### config.mk
export PLATFORM = sky130hd
export DESIGN_NAME = mem_access_unit_flat
export DESIGN_NICKNAME = d
export VERILOG_FILES = /design/src/rtl/mem_pkg.sv /design/src/rtl/mem_access_unit_if.sv /design/src/rtl/mem_wb_reg.sv /design/src/rtl/mem_access_unit.sv /design/src/flat_wrapper.sv
export SDC_FILE = /design/constraint.sdc
export NUM_CORES = 1
export LEC_CHECK = 0
export ABC_AREA = 0
export CAP_MARGIN = 20
export CORE_MARGIN = 10
export CORE_UTILIZATION = 39
export DETAILED_ROUTE_END_ITERATION = 12
export PLACE_DENSITY = 0.82
export SLEW_MARGIN = 20
export SYNTH_ARGS = -nofsm -noshare
export SYNTH_HDL_FRONTEND = slang
export SYNTH_SLANG_ARGS = --single-unit
### constraint.sdc
create_clock -name clk -period 2.2 [get_ports clk]
set_clock_uncertainty 0.05 [all_clocks]
set_input_delay 0.44 -clock clk [delete_from_list [all_inputs] [get_ports clk]]
set_output_delay 0.44 -clock clk [all_outputs]
set_load 0.02 [all_outputs]
### src/rtl/mem_pkg.sv
// mem_pkg: shared definitions for the MEM-stage access unit.
//   state_t             FSM encoding (IDLE=0, WAIT=1)
//   ALIGN_MASK          low address bits that must be zero for a word access
//   TIMEOUT_CYCLES_DEF  default WAIT budget when MEM_TIMEOUT_EN is defined
package mem_pkg;

   typedef enum logic {
      IDLE = 1'b0,
      WAIT = 1'b1
   } state_t;

   localparam logic [1:0] ALIGN_MASK         = 2'b11;
   localparam int         TIMEOUT_CYCLES_DEF = 255;

   function automatic logic is_aligned(input logic [31:0] addr);
      return (addr[1:0] & ALIGN_MASK) == 2'b00;
   endfunction

endpackage

### src/rtl/mem_access_unit_if.sv
// mem_access_unit_if: data-memory request/response bundle.
//   dm_req, dm_we, dm_addr, dm_wdata  unit -> memory
//   dm_ack, dm_rdata                  memory -> unit
//   modport master: the access unit; modport slave: the memory.
interface mem_access_unit_if;

   logic        dm_req;
   logic        dm_we;
   logic [31:0] dm_addr;
   logic [31:0] dm_wdata;
   logic        dm_ack;
   logic [31:0] dm_rdata;

   modport master (
      output dm_req, dm_we, dm_addr, dm_wdata,
      input  dm_ack, dm_rdata
   );

   modport slave (
      input  dm_req, dm_we, dm_addr, dm_wdata,
      output dm_ack, dm_rdata
   );

endinterface

### src/rtl/mem_wb_reg.sv
// mem_wb_reg: MEM/WB pipeline register.
//   clk, rst      clock, async active-low reset (all outputs clear)
//   stall_i       1: insert bubble (regwrite cleared, other fields hold)
//   rdata_ld_i    1: capture rdata_i (completion of a memory access)
//   *_i / *_o     MEM/WB fields in / out
module mem_wb_reg (
   input  logic        clk,
   input  logic        rst,
   input  logic        stall_i,
   input  logic        rdata_ld_i,
   input  logic        regwrite_i,
   input  logic        memtoreg_i,
   input  logic [31:0] alu_out_i,
   input  logic [4:0]  mux_i,
   input  logic [31:0] rdata_i,
   output logic        regwrite_o,
   output logic        memtoreg_o,
   output logic [31:0] alu_out_o,
   output logic [4:0]  mux_o,
   output logic [31:0] rdata_o
);

   logic        regwrite_q;
   logic        memtoreg_q;
   logic [31:0] alu_out_q;
   logic [4:0]  mux_q;
   logic [31:0] rdata_q;

   always_ff @(posedge clk or negedge rst) begin
      if (!rst) begin
         regwrite_q <= 1'b0;
         memtoreg_q <= 1'b0;
         alu_out_q  <= '0;
         mux_q      <= '0;
         rdata_q    <= '0;
      end else if (stall_i) begin
         regwrite_q <= 1'b0;
      end else begin
         regwrite_q <= regwrite_i;
         memtoreg_q <= memtoreg_i;
         alu_out_q  <= alu_out_i;
         mux_q      <= mux_i;
         if (rdata_ld_i) rdata_q <= rdata_i;
      end
   end

   assign regwrite_o = regwrite_q;
   assign memtoreg_o = memtoreg_q;
   assign alu_out_o  = alu_out_q;
   assign mux_o      = mux_q;
   assign rdata_o    = rdata_q;

endmodule

### src/rtl/mem_access_unit.sv
// mem_access_unit: MEM-stage controller. Issues one data-memory access per
// aligned load/store, stalls the front of the pipeline until dm_ack, and
// produces the branch/jump redirect.
//   clk, rst                    clock, async active-low reset
//   in_*                        EX/MEM control, flags, address/data, targets
//   dm                          data-memory bundle (master side)
//   stall                       hold PC, IF/ID, ID/EX, EX/MEM
//   pc_src, pc_target           redirect request and target
//   out_*                       MEM/WB fields
//   misalign_err, timeout_err   sticky error flags
// Build option: MEM_TIMEOUT_EN adds a WAIT watchdog of TIMEOUT_CYCLES cycles.
//
// state | meaning
// IDLE  | no access outstanding; aligned mem op launches a request
// WAIT  | dm_req high, waiting for dm_ack (or watchdog expiry)
module mem_access_unit
   import mem_pkg::*;
#(
   parameter int TIMEOUT_CYCLES = TIMEOUT_CYCLES_DEF
) (
   input  logic              clk,
   input  logic              rst,
   input  logic              in_RegWrite,
   input  logic              in_memoryToreg,
   input  logic              in_memoryRead,
   input  logic              in_memoryWrite,
   input  logic              in_Branch,
   input  logic              in_Jump,
   input  logic              in_zero,
   input  logic [31:0]       in_alu_out,
   input  logic [31:0]       in_rd2,
   input  logic [31:0]       in_pc_bgt,
   input  logic [31:0]       in_jump_addr,
   input  logic [4:0]        in_mux,
   mem_access_unit_if.master dm,
   output logic              stall,
   output logic              pc_src,
   output logic [31:0]       pc_target,
   output logic              out_RegWrite,
   output logic              out_memoryToreg,
   output logic [31:0]       out_rdata,
   output logic [31:0]       out_alu_out,
   output logic [4:0]        out_mux,
   output logic              misalign_err,
   output logic              timeout_err
);

   if (TIMEOUT_CYCLES < 1) begin : g_bad_timeout
      $error("TIMEOUT_CYCLES must be at least 1");
   end

   state_t      state_q;
   logic        dm_req_q;
   logic        dm_we_q;
   logic [31:0] dm_addr_q;
   logic [31:0] dm_wdata_q;
   logic        misalign_q;

   logic mem_op, aligned, in_wait, go, ack_hit, tmo_hit, mis_hit, regwrite_mw;

   assign mem_op  = in_memoryRead | in_memoryWrite;
   assign aligned = is_aligned(in_alu_out);
   assign in_wait = (state_q == WAIT);
   assign go      = ~in_wait & mem_op & aligned;
   assign mis_hit = ~in_wait & mem_op & ~aligned;
   assign ack_hit = in_wait & dm.dm_ack;

`ifdef MEM_TIMEOUT_EN
   localparam int CNT_W = ($clog2(TIMEOUT_CYCLES + 1) > 8) ? $clog2(TIMEOUT_CYCLES + 1) : 8;
   logic [CNT_W-1:0] cnt_q;
   logic             timeout_q;
   // Down-counter loaded on entry to WAIT; terminal count is the last WAIT cycle.
   assign tmo_hit     = in_wait & ~dm.dm_ack & (cnt_q == '0);
   assign timeout_err = timeout_q;
`else
   assign tmo_hit     = 1'b0;
   assign timeout_err = 1'b0;
`endif

   // A watchdog expiry releases the stall in the same cycle so the held
   // instruction retires (as a bubble) on the following edge.
   assign stall  = go | (in_wait & ~dm.dm_ack & ~tmo_hit);
   assign pc_src = ~stall & (in_Jump | (in_Branch & in_zero));
   assign pc_target = in_Jump ? in_jump_addr : in_pc_bgt;

   // No register write for read+write combos, misaligned ops or aborted accesses.
   assign regwrite_mw = in_RegWrite & ~(in_memoryRead & in_memoryWrite)
                      & ~(mem_op & ~aligned) & ~tmo_hit;

   always_ff @(posedge clk or negedge rst) begin
      if (!rst) begin
         state_q    <= IDLE;
         dm_req_q   <= 1'b0;
         dm_we_q    <= 1'b0;
         dm_addr_q  <= '0;
         dm_wdata_q <= '0;
         misalign_q <= 1'b0;
`ifdef MEM_TIMEOUT_EN
         cnt_q      <= '0;
         timeout_q  <= 1'b0;
`endif
      end else if (state_q == IDLE) begin
         if (go) begin
            state_q    <= WAIT;
            dm_req_q   <= 1'b1;
            dm_we_q    <= in_memoryWrite;
            dm_addr_q  <= in_alu_out;
            dm_wdata_q <= in_rd2;
`ifdef MEM_TIMEOUT_EN
            cnt_q      <= CNT_W'(TIMEOUT_CYCLES - 1);
`endif
         end
         if (mis_hit) misalign_q <= 1'b1;
      end else begin
         if (ack_hit || tmo_hit) begin
            state_q  <= IDLE;
            dm_req_q <= 1'b0;
            dm_we_q  <= 1'b0;
         end
`ifdef MEM_TIMEOUT_EN
         if (tmo_hit) timeout_q <= 1'b1;
         else         cnt_q     <= cnt_q - 1'b1;
`endif
      end
   end

   assign dm.dm_req     = dm_req_q;
   assign dm.dm_we      = dm_we_q;
   assign dm.dm_addr    = dm_addr_q;
   assign dm.dm_wdata   = dm_wdata_q;
   assign misalign_err  = misalign_q;

   mem_wb_reg u_mem_wb (
      .clk        (clk),
      .rst        (rst),
      .stall_i    (stall),
      .rdata_ld_i (ack_hit),
      .regwrite_i (regwrite_mw),
      .memtoreg_i (in_memoryToreg),
      .alu_out_i  (in_alu_out),
      .mux_i      (in_mux),
      .rdata_i    (dm.dm_rdata),
      .regwrite_o (out_RegWrite),
      .memtoreg_o (out_memoryToreg),
      .alu_out_o  (out_alu_out),
      .mux_o      (out_mux),
      .rdata_o    (out_rdata)
   );

endmodule

### src/flat_wrapper.sv
// flat-port wrapper written by rule: the top's interface ports become plain ports
module mem_access_unit_flat import mem_pkg::*;
#(
   parameter int TIMEOUT_CYCLES = TIMEOUT_CYCLES_DEF
)
  (clk, rst, in_RegWrite, in_memoryToreg, in_memoryRead, in_memoryWrite, in_Branch, in_Jump, in_zero, in_alu_out, in_rd2, in_pc_bgt, in_jump_addr, in_mux, stall, pc_src, pc_target, out_RegWrite, out_memoryToreg, out_rdata, out_alu_out, out_mux, misalign_err, timeout_err, dm_dm_req, dm_dm_we, dm_dm_addr, dm_dm_wdata, dm_dm_ack, dm_dm_rdata);
  mem_access_unit_if dm_i ();
  input  logic clk;
  input  logic rst;
  input  logic in_RegWrite;
  input  logic in_memoryToreg;
  input  logic in_memoryRead;
  input  logic in_memoryWrite;
  input  logic in_Branch;
  input  logic in_Jump;
  input  logic in_zero;
  input  logic [31:0] in_alu_out;
  input  logic [31:0] in_rd2;
  input  logic [31:0] in_pc_bgt;
  input  logic [31:0] in_jump_addr;
  input  logic [4:0] in_mux;
  output logic stall;
  output logic pc_src;
  output logic [31:0] pc_target;
  output logic out_RegWrite;
  output logic out_memoryToreg;
  output logic [31:0] out_rdata;
  output logic [31:0] out_alu_out;
  output logic [4:0] out_mux;
  output logic misalign_err;
  output logic timeout_err;
  output wire logic [$bits(dm_i.dm_req)-1:0] dm_dm_req;
  output wire logic [$bits(dm_i.dm_we)-1:0] dm_dm_we;
  output wire logic [$bits(dm_i.dm_addr)-1:0] dm_dm_addr;
  output wire logic [$bits(dm_i.dm_wdata)-1:0] dm_dm_wdata;
  input wire logic [$bits(dm_i.dm_ack)-1:0] dm_dm_ack;
  input wire logic [$bits(dm_i.dm_rdata)-1:0] dm_dm_rdata;
  assign dm_dm_req = dm_i.dm_req;
  assign dm_dm_we = dm_i.dm_we;
  assign dm_dm_addr = dm_i.dm_addr;
  assign dm_dm_wdata = dm_i.dm_wdata;
  assign dm_i.dm_ack = dm_dm_ack;
  assign dm_i.dm_rdata = dm_dm_rdata;
  mem_access_unit #(.TIMEOUT_CYCLES(TIMEOUT_CYCLES)) u_core (.clk(clk), .rst(rst), .in_RegWrite(in_RegWrite), .in_memoryToreg(in_memoryToreg), .in_memoryRead(in_memoryRead), .in_memoryWrite(in_memoryWrite), .in_Branch(in_Branch), .in_Jump(in_Jump), .in_zero(in_zero), .in_alu_out(in_alu_out), .in_rd2(in_rd2), .in_pc_bgt(in_pc_bgt), .in_jump_addr(in_jump_addr), .in_mux(in_mux), .dm(dm_i), .stall(stall), .pc_src(pc_src), .pc_target(pc_target), .out_RegWrite(out_RegWrite), .out_memoryToreg(out_memoryToreg), .out_rdata(out_rdata), .out_alu_out(out_alu_out), .out_mux(out_mux), .misalign_err(misalign_err), .timeout_err(timeout_err));
endmodule
==> results of run 1 <==
metrics by stage:
stage	cell area (um2)	util (%)	setup TNS [ps]	setup slack, ps	hold WS, ps
3_5_place_dp	9990	63.6	-21100	-421	391
4_1_cts	10600	67.4	0	21.8	437
6_report	10600	67.4	0	27.1	433
3_3_place_gp	9990	63.6	-19830	-434	380
5_1_grt	10600	67.4	0	5.96	456
2_1_floorplan	6200	-	0	307	94.4
power breakdown:
group | switching, mW | internal [mW] | total (mW) | leakage [nW]
logic | 1.62 | 1.85 | 3.47 | 2.54
registers | 0.333 | 3.12 | 3.45 | 1.64
clock network | 1.13 | 1.74 | 2.87 | 0.287
per-layer routing:
layer | track usage, % | share of wire (%) | vias up
li1 | - | - | 2294
met1 | 21.4 | 34 | 2552
met2 | 39.9 | 53 | 252
met3 | 10.3 | 9.5 | 43
met4 | 9.91 | 3.5 | 0
met5 | 0 | 0 | -
placed cells by master, fill, tap and decap left out, types with 2 or more instances in the layout:
cell,instances
a221o_1,36
a22o_1,2
buf_12,5
buf_2,3
buf_4,23
bufinv_16,2
clkbuf_16,17
clkbuf_8,2
clkdlybuf4s50_1,309
clkinv_2,2
clkinv_4,3
clkinvlp_4,2
dfrtp_1,139
dlygate4sd2_1,31
inv_6,3
mux2_1,8
mux2_2,118
mux2i_1,37
nand2_1,2
nor2_1,3
nor2b_1,38
worst min-delay path by stage:
stage | end | startpoint | cells after the start | slack [ps]
2_1_floorplan | u_core.dm.dm_addr[0] | rst | 0 | 90
3_3_place_gp | u_core.dm.dm_wdata[16] | rst | 1 | 380
3_5_place_dp | u_core.dm.dm_wdata[6] | rst | 1 | 390
4_1_cts | u_core.dm.dm_wdata[19] | u_core.dm.dm_wdata[19] | 1 | 440
5_1_grt | u_core.dm.dm_wdata[19] | u_core.dm.dm_wdata[19] | 1 | 460
6_report | u_core.dm.dm_wdata[19] | u_core.dm.dm_wdata[19] | 1 | 430
cell usage after synthesis:
library cell / number / area, um2
dfrtp_1: 139 / 3480
mux2_2: 118 / 1330
nor2b_1: 38 / 238
mux2i_1: 37 / 370
a221o_1: 36 / 360
buf_2: 17 / 85.1
buf_6: 8 / 90.1
mux2_1: 8 / 90.1
clkbuf_1: 4 / 15.0
nor2_1: 4 / 15.0
a22o_1: 2 / 17.5
buf_4: 2 / 15.0
nand2_1: 2 / 7.51
a21o_1: 1 / 7.51
a21oi_1: 1 / 5.00
conb_1: 1 / 3.75
inv_1: 1 / 3.75
maj3_1: 1 / 10.0
nand2b_1: 1 / 6.26
nor3b_1: 1 / 7.51
o21a_1: 1 / 7.51
o21ai_0: 1 / 5.00
o21ai_1: 1 / 5.00
o21bai_1: 1 / 7.51
o21bai_2: 1 / 11.3
or2_4: 1 / 8.76
cell families (layout without fill, tap and decap cells):
group,after synthesis,after routing,share of synthesized area [%]
and+or+nand+nor,47,47,4.56
muxes,163,163,28.9
adders and majority gates,1,1,0.161
AOI/OAI and AO/OA,45,45,6.88
DFF,139,139,56.1
other,1,1,0.0605
buffers and inverters,32,408,3.37
state kept, by name, summed over array words and instances, names as in the netlist:
| register | cells |
|---|---|
| u_core.dm.dm_addr | 32 |
| u_core.dm.dm_req | 1 |
| u_core.dm.dm_wdata | 32 |
| u_core.dm.dm_we | 1 |
| u_core.in_wait | 1 |
| u_core.misalign_err | 1 |
| u_core.u_mem_wb.alu_out_o | 32 |
| u_core.u_mem_wb.memtoreg_o | 1 |
| u_core.u_mem_wb.mux_o | 5 |
| u_core.u_mem_wb.rdata_o | 32 |
| u_core.u_mem_wb.regwrite_o | 1 |
worst register-to-register path, delay by kind of cell, from the launching register on:
| family | cells | cell delay (ps) |
|---|---|---|
| AO/OA/AOI/OAI | 1 | 220 |
| flip-flops | 1 | 420 |
| AND/OR/NAND/NOR | 1 | 160 |
| multiplexers | 1 | 400 |
| buffers and inverters | 2 | 420 |
repair_timing:
action                                  4_1_cts  5_1_grt
gates resized for setup                      43        0
hold buffers                                  1        0
endpoints found under the hold margin        52        0
endpoints found under the setup margin       33        0
area by class of cell:
class	instances	area share [%]
Timing Repair Buffer	375	35.1
Sequential cell	139	32.9
Multi-Input combinational cell	257	23.8
Clock buffer	20	4.31
Tap cell	216	2.55
Clock inverter	12	1.30
Inverter	1	0.0355
==> impl_metrics.py, run 1 <==
metrics = {
    "clock_tree": {
        "clk_path_buf_depth": 2,
        "cts_made_buffers": 17,
        "cts-root-buf": "clkbuf_16",
        "htreeDepth": 4,
        "clock_latency_ps": 420,
        "cts_tree": "built",
        "post-cts-setup-buffers": 0,
        "cts_sinks": 139,
        "clk_pin_slew_ps": 60,
    },
    "grt": {
        "overflow": 0,
        "grtUsageTotal_pct": 22.3,
        "antenna_found_initial": 0,
        "first_global_vias": 6015,
        "grt_max_degree": 57,
        "grt_pass1_wl_um": 36600,
    },
    "drt": {
        "drt-initial-drc-count": 194,
        "via_per_inst": 5.04,
        "drc": 0,
        "num_vias": 5141,
        "first_pass_iters": 4,
        "wl_per_cell_um": 23.5,
        "ant_nets": 0,
        "routed_wl_um": 23900,
    },
    "placement": {
        "place.gp.congestion": 0.931,
        "place_hpwl_um": 19100,
        "dp_cells": 986,
        "portBuffers": 346,
    },
    "floorplan": {
        "initial_utilization_pct": 39.5,
        "core_region_area_um2": 15700,
        "ios": 348,
        "dieArea_um2": 21300,
        "fp.dieH_um": 146,
        "fp.dieW_um": 146,
        "num_rows": 46,
    },
    "timing": {
        "worst_pin_slew_ps": 661,
        "fmax_mhz": 460,
        "fin_crit_ps": 2170,
        "rsz0062_at_grt": "false",
        "hold_viol": 0,
        "maxSlewViolCount": 0,
        "setup_viol": 0,
        "slew_headroom_pct": 56.0,
        "period_share_pct": 98.8,
    },
    "finish": {
        "drive_gt1_share_pct": 23.3,
        "diodes": 0,
        "fillers": 1154,
        "final_cells": 1020,
        "regArea_um2": 3480,
        "multi_input_area_um2": 2520,
        "layout.nets": 966,
        "area_growth_pct": 70.8,
    },
    "setup_path": {
        "cp_data_required_time_ps": 1710,
        "critPathArrivalTime_ps": 1680,
        "cpMaxStageDelayCell": "clkdlybuf4s50_1",
        "path_delay_family": "buffers and inverters",
        "critPathCaptureType": "output port",
        "slowest_delay_ps": 450,
        "start_kind": "input port",
        "crit_cells": 6,
        "worst-path-buf-inv": 3,
        "critPathKind": "in -> out",
        "crit_end": "pc_src",
        "path_cells": "clkdlybuf4s50_1 > or2_4 > o21ai_2 > buf_4 > nor2_1 > buf_2",
        "r2r_slack_ps": 410,
        "ff2ff_path_depth": 5,
        "worst_r2r_endpoint": "u_core.dm.dm_wdata[11]",
        "cp-startpoint": "in_alu_out[1]",
        "r2r_start": "u_core.in_wait",
        "worst-path-max-fanout": 3,
    },
    "synthesis": {
        "syn_inst": 428,
        "yosysSeqAreaShare_pct": 56.1,
        "synth_area_um2": 6200,
        "synthesis.nets": 603,
        "ys_warn_count": 0,
        "ys_seq_elements": 139,
        "synth.distinct_cells": 26,
        "synth_area_per_cell_um2": 14.5,
    },
    "status": {
        "status": "completed",
    },
    "flow_run": {
        "maxCapViolations": 0,
    },
    "power_and_ir_drop": {
        "power_density_nw_per_um2": 925,
        "p_leak_nw": 4.48,
        "finalPower_mw": 9.79,
        "ir_drop_mv": 0.524,
    },
    "hold_path": {
        "hold_path.class": "reg -> reg",
    },
}
No activity file was read; power rests on OpenSTA's default activity.
==> run 2: changes to the inputs <==
- CORE_UTILIZATION: 39 -> 36
- PLACE_DENSITY: 0.82 -> 0.77
==> impl_metrics.py, run 2 (synthesized netlist as in run 1, its figures left out) <==
metrics = {
    "hold_path": {
        "hold_end": "u_core.u_mem_wb.alu_out_o[1]",
        "hold_start": "in_alu_out[1]",
        "hold_depth": 2,
        "hold_path.class": "in -> reg",
    },
    "drt": {
        "num_vias": 5064,
        "met1Wirelength_um": 8130,
        "wl_met3_um": 2640,
        "via_per_inst": 4.98,
        "routed_wl_um": 24200,
        "dr_wl_met2_um": 12600,
        "ant_nets": 0,
        "wl_per_cell_um": 23.8,
        "drt-initial-drc-count": 155,
        "maxUsedRoutingLayer": "met4",
        "first_pass_iters": 4,
        "drc": 0,
    },
    "timing": {
        "setup_viol": 0,
        "timing.hold.ws_ps": 320,
        "worst_pin_slew_ps": 681,
        "maxSlewViolCount": 0,
        "rsz0062_at_grt": "false",
        "hold_viol": 0,
        "slew_headroom_pct": 54.6,
        "fin_crit_ps": 2150,
        "fmax_mhz": 465,
        "period_share_pct": 97.6,
    },
    "clock_tree": {
        "clk_path_buf_depth": 2,
        "clk_pin_slew_ps": 60,
        "cts-root-buf": "clkbuf_16",
        "cts_sinks": 139,
        "cts_made_buffers": 17,
        "htreeDepth": 4,
        "cts_tree": "built",
        "clock_latency_ps": 410,
    },
    "floorplan": {
        "fp.dieH_um": 151,
        "core_region_area_um2": 16800,
        "dieArea_um2": 22900,
        "initial_utilization_pct": 37.0,
        "fp.dieW_um": 151,
        "ios": 348,
        "num_rows": 47,
    },
    "placement": {
        "place_hpwl_um": 19500,
        "place.gp.congestion": 0.903,
        "portBuffers": 346,
        "dp_cells": 983,
    },
    "finish": {
        "final_cells": 1017,
        "post-route-util_pct": 63.1,
        "drive_gt1_share_pct": 22.7,
        "final_common_cell": "clkdlybuf4s50_1",
        "final_cell_mix": "308 x clkdlybuf4s50_1, 139 x dfrtp_1, 118 x mux2_2",
        "area_growth_pct": 70.6,
        "layout.nets": 959,
        "diodes": 0,
    },
    "power_and_ir_drop": {
        "finalPower_mw": 9.77,
        "ir_drop_mv": 0.569,
        "power_density_nw_per_um2": 924,
        "p_leak_nw": 4.46,
    },
    "grt": {
        "antenna_found_initial": 0,
        "grtUsageTotal_pct": 21.0,
        "overflow": 0,
        "first_global_vias": 5864,
        "grt_pass1_wl_um": 35700,
        "grt_max_degree": 54,
    },
    "setup_path": {
        "ff2ff_path_depth": 5,
        "start_kind": "input port",
        "cp_data_required_time_ps": 1710,
        "critPathCaptureType": "output port",
        "cp-startpoint": "in_Jump",
        "r2r_start": "u_core.in_wait",
        "critPathKind": "in -> out",
        "worst-path-max-fanout": 13,
        "critPathArrivalTime_ps": 1660,
        "r2r_slack_ps": 440,
        "worst_r2r_endpoint": "u_core.dm.dm_wdata[29]",
    },
    "status": {
        "status": "completed",
    },
    "flow_run": {
        "maxCapViolations": 0,
    },
}
## run 2: power breakdown
part           total (mW)  leakage (nW)  switching (mW)  internal (mW)
clock network        2.87         0.289            1.15           1.72
registers            3.45          1.64           0.330           3.12
logic                3.46          2.53            1.61           1.84
## run 2: layer usage
metal,GRT usage [%],up-vias
met4,9.29,0
met5,0,-
met1,20.2,2520
li1,-,2285
met3,10.4,32
met2,37.0,227
## run 2: cell type report
type	count	area, um2
clock buffers	18	439
clock inverters	14	161
fillers	1311	6180
inverters	1	3.75
multi-input cells	257	2520
flip-flops and latches	139	3480
well taps	220	275
repair buffers	368	3690
## run 2: worst max-delay path, stage by stage
cell	delay (ps)
clkdlybuf4s15_2	250
bufbuf_16	300
mux2_2	330
dlygate4sd2_1	330
## run 2: what timing repair did
action	CTS	global route
hold buffers	1	0
gates cloned	1	0
gates resized for setup	43	2
setup buffers	0	0
hold endpoints to repair	42	0
setup endpoints to repair	33	2
## run 2: worst max-delay path by stage
stage,to,depth (start not counted)
detailed placement,pc_target[15],4
global route,pc_target[12],4
global placement,pc_target[15],4
CTS,pc_src,6
finish,pc_target[17],4
floorplan,pc_src,3
## run 2: metrics by stage
step / TNS [ps] / instance area, um2 / setup slack (ps)
final: 0 / 10600 / 51.8
after global routing: 0 / 10600 / 5.54
after CTS: 0 / 10600 / 35.3
after detailed placement: -22780 / 9970 / -457
after global placement: -20150 / 9970 / -447
after floorplan: 0 / 6200 / 307
==> run 3: changes to the inputs <==
- HOLD_SLACK_MARGIN: not set -> 0.12
- SKIP_LAST_GASP: not set -> 1
==> results of run 3 <==
Final layout, timing and power as in run 2 (identical DEF).
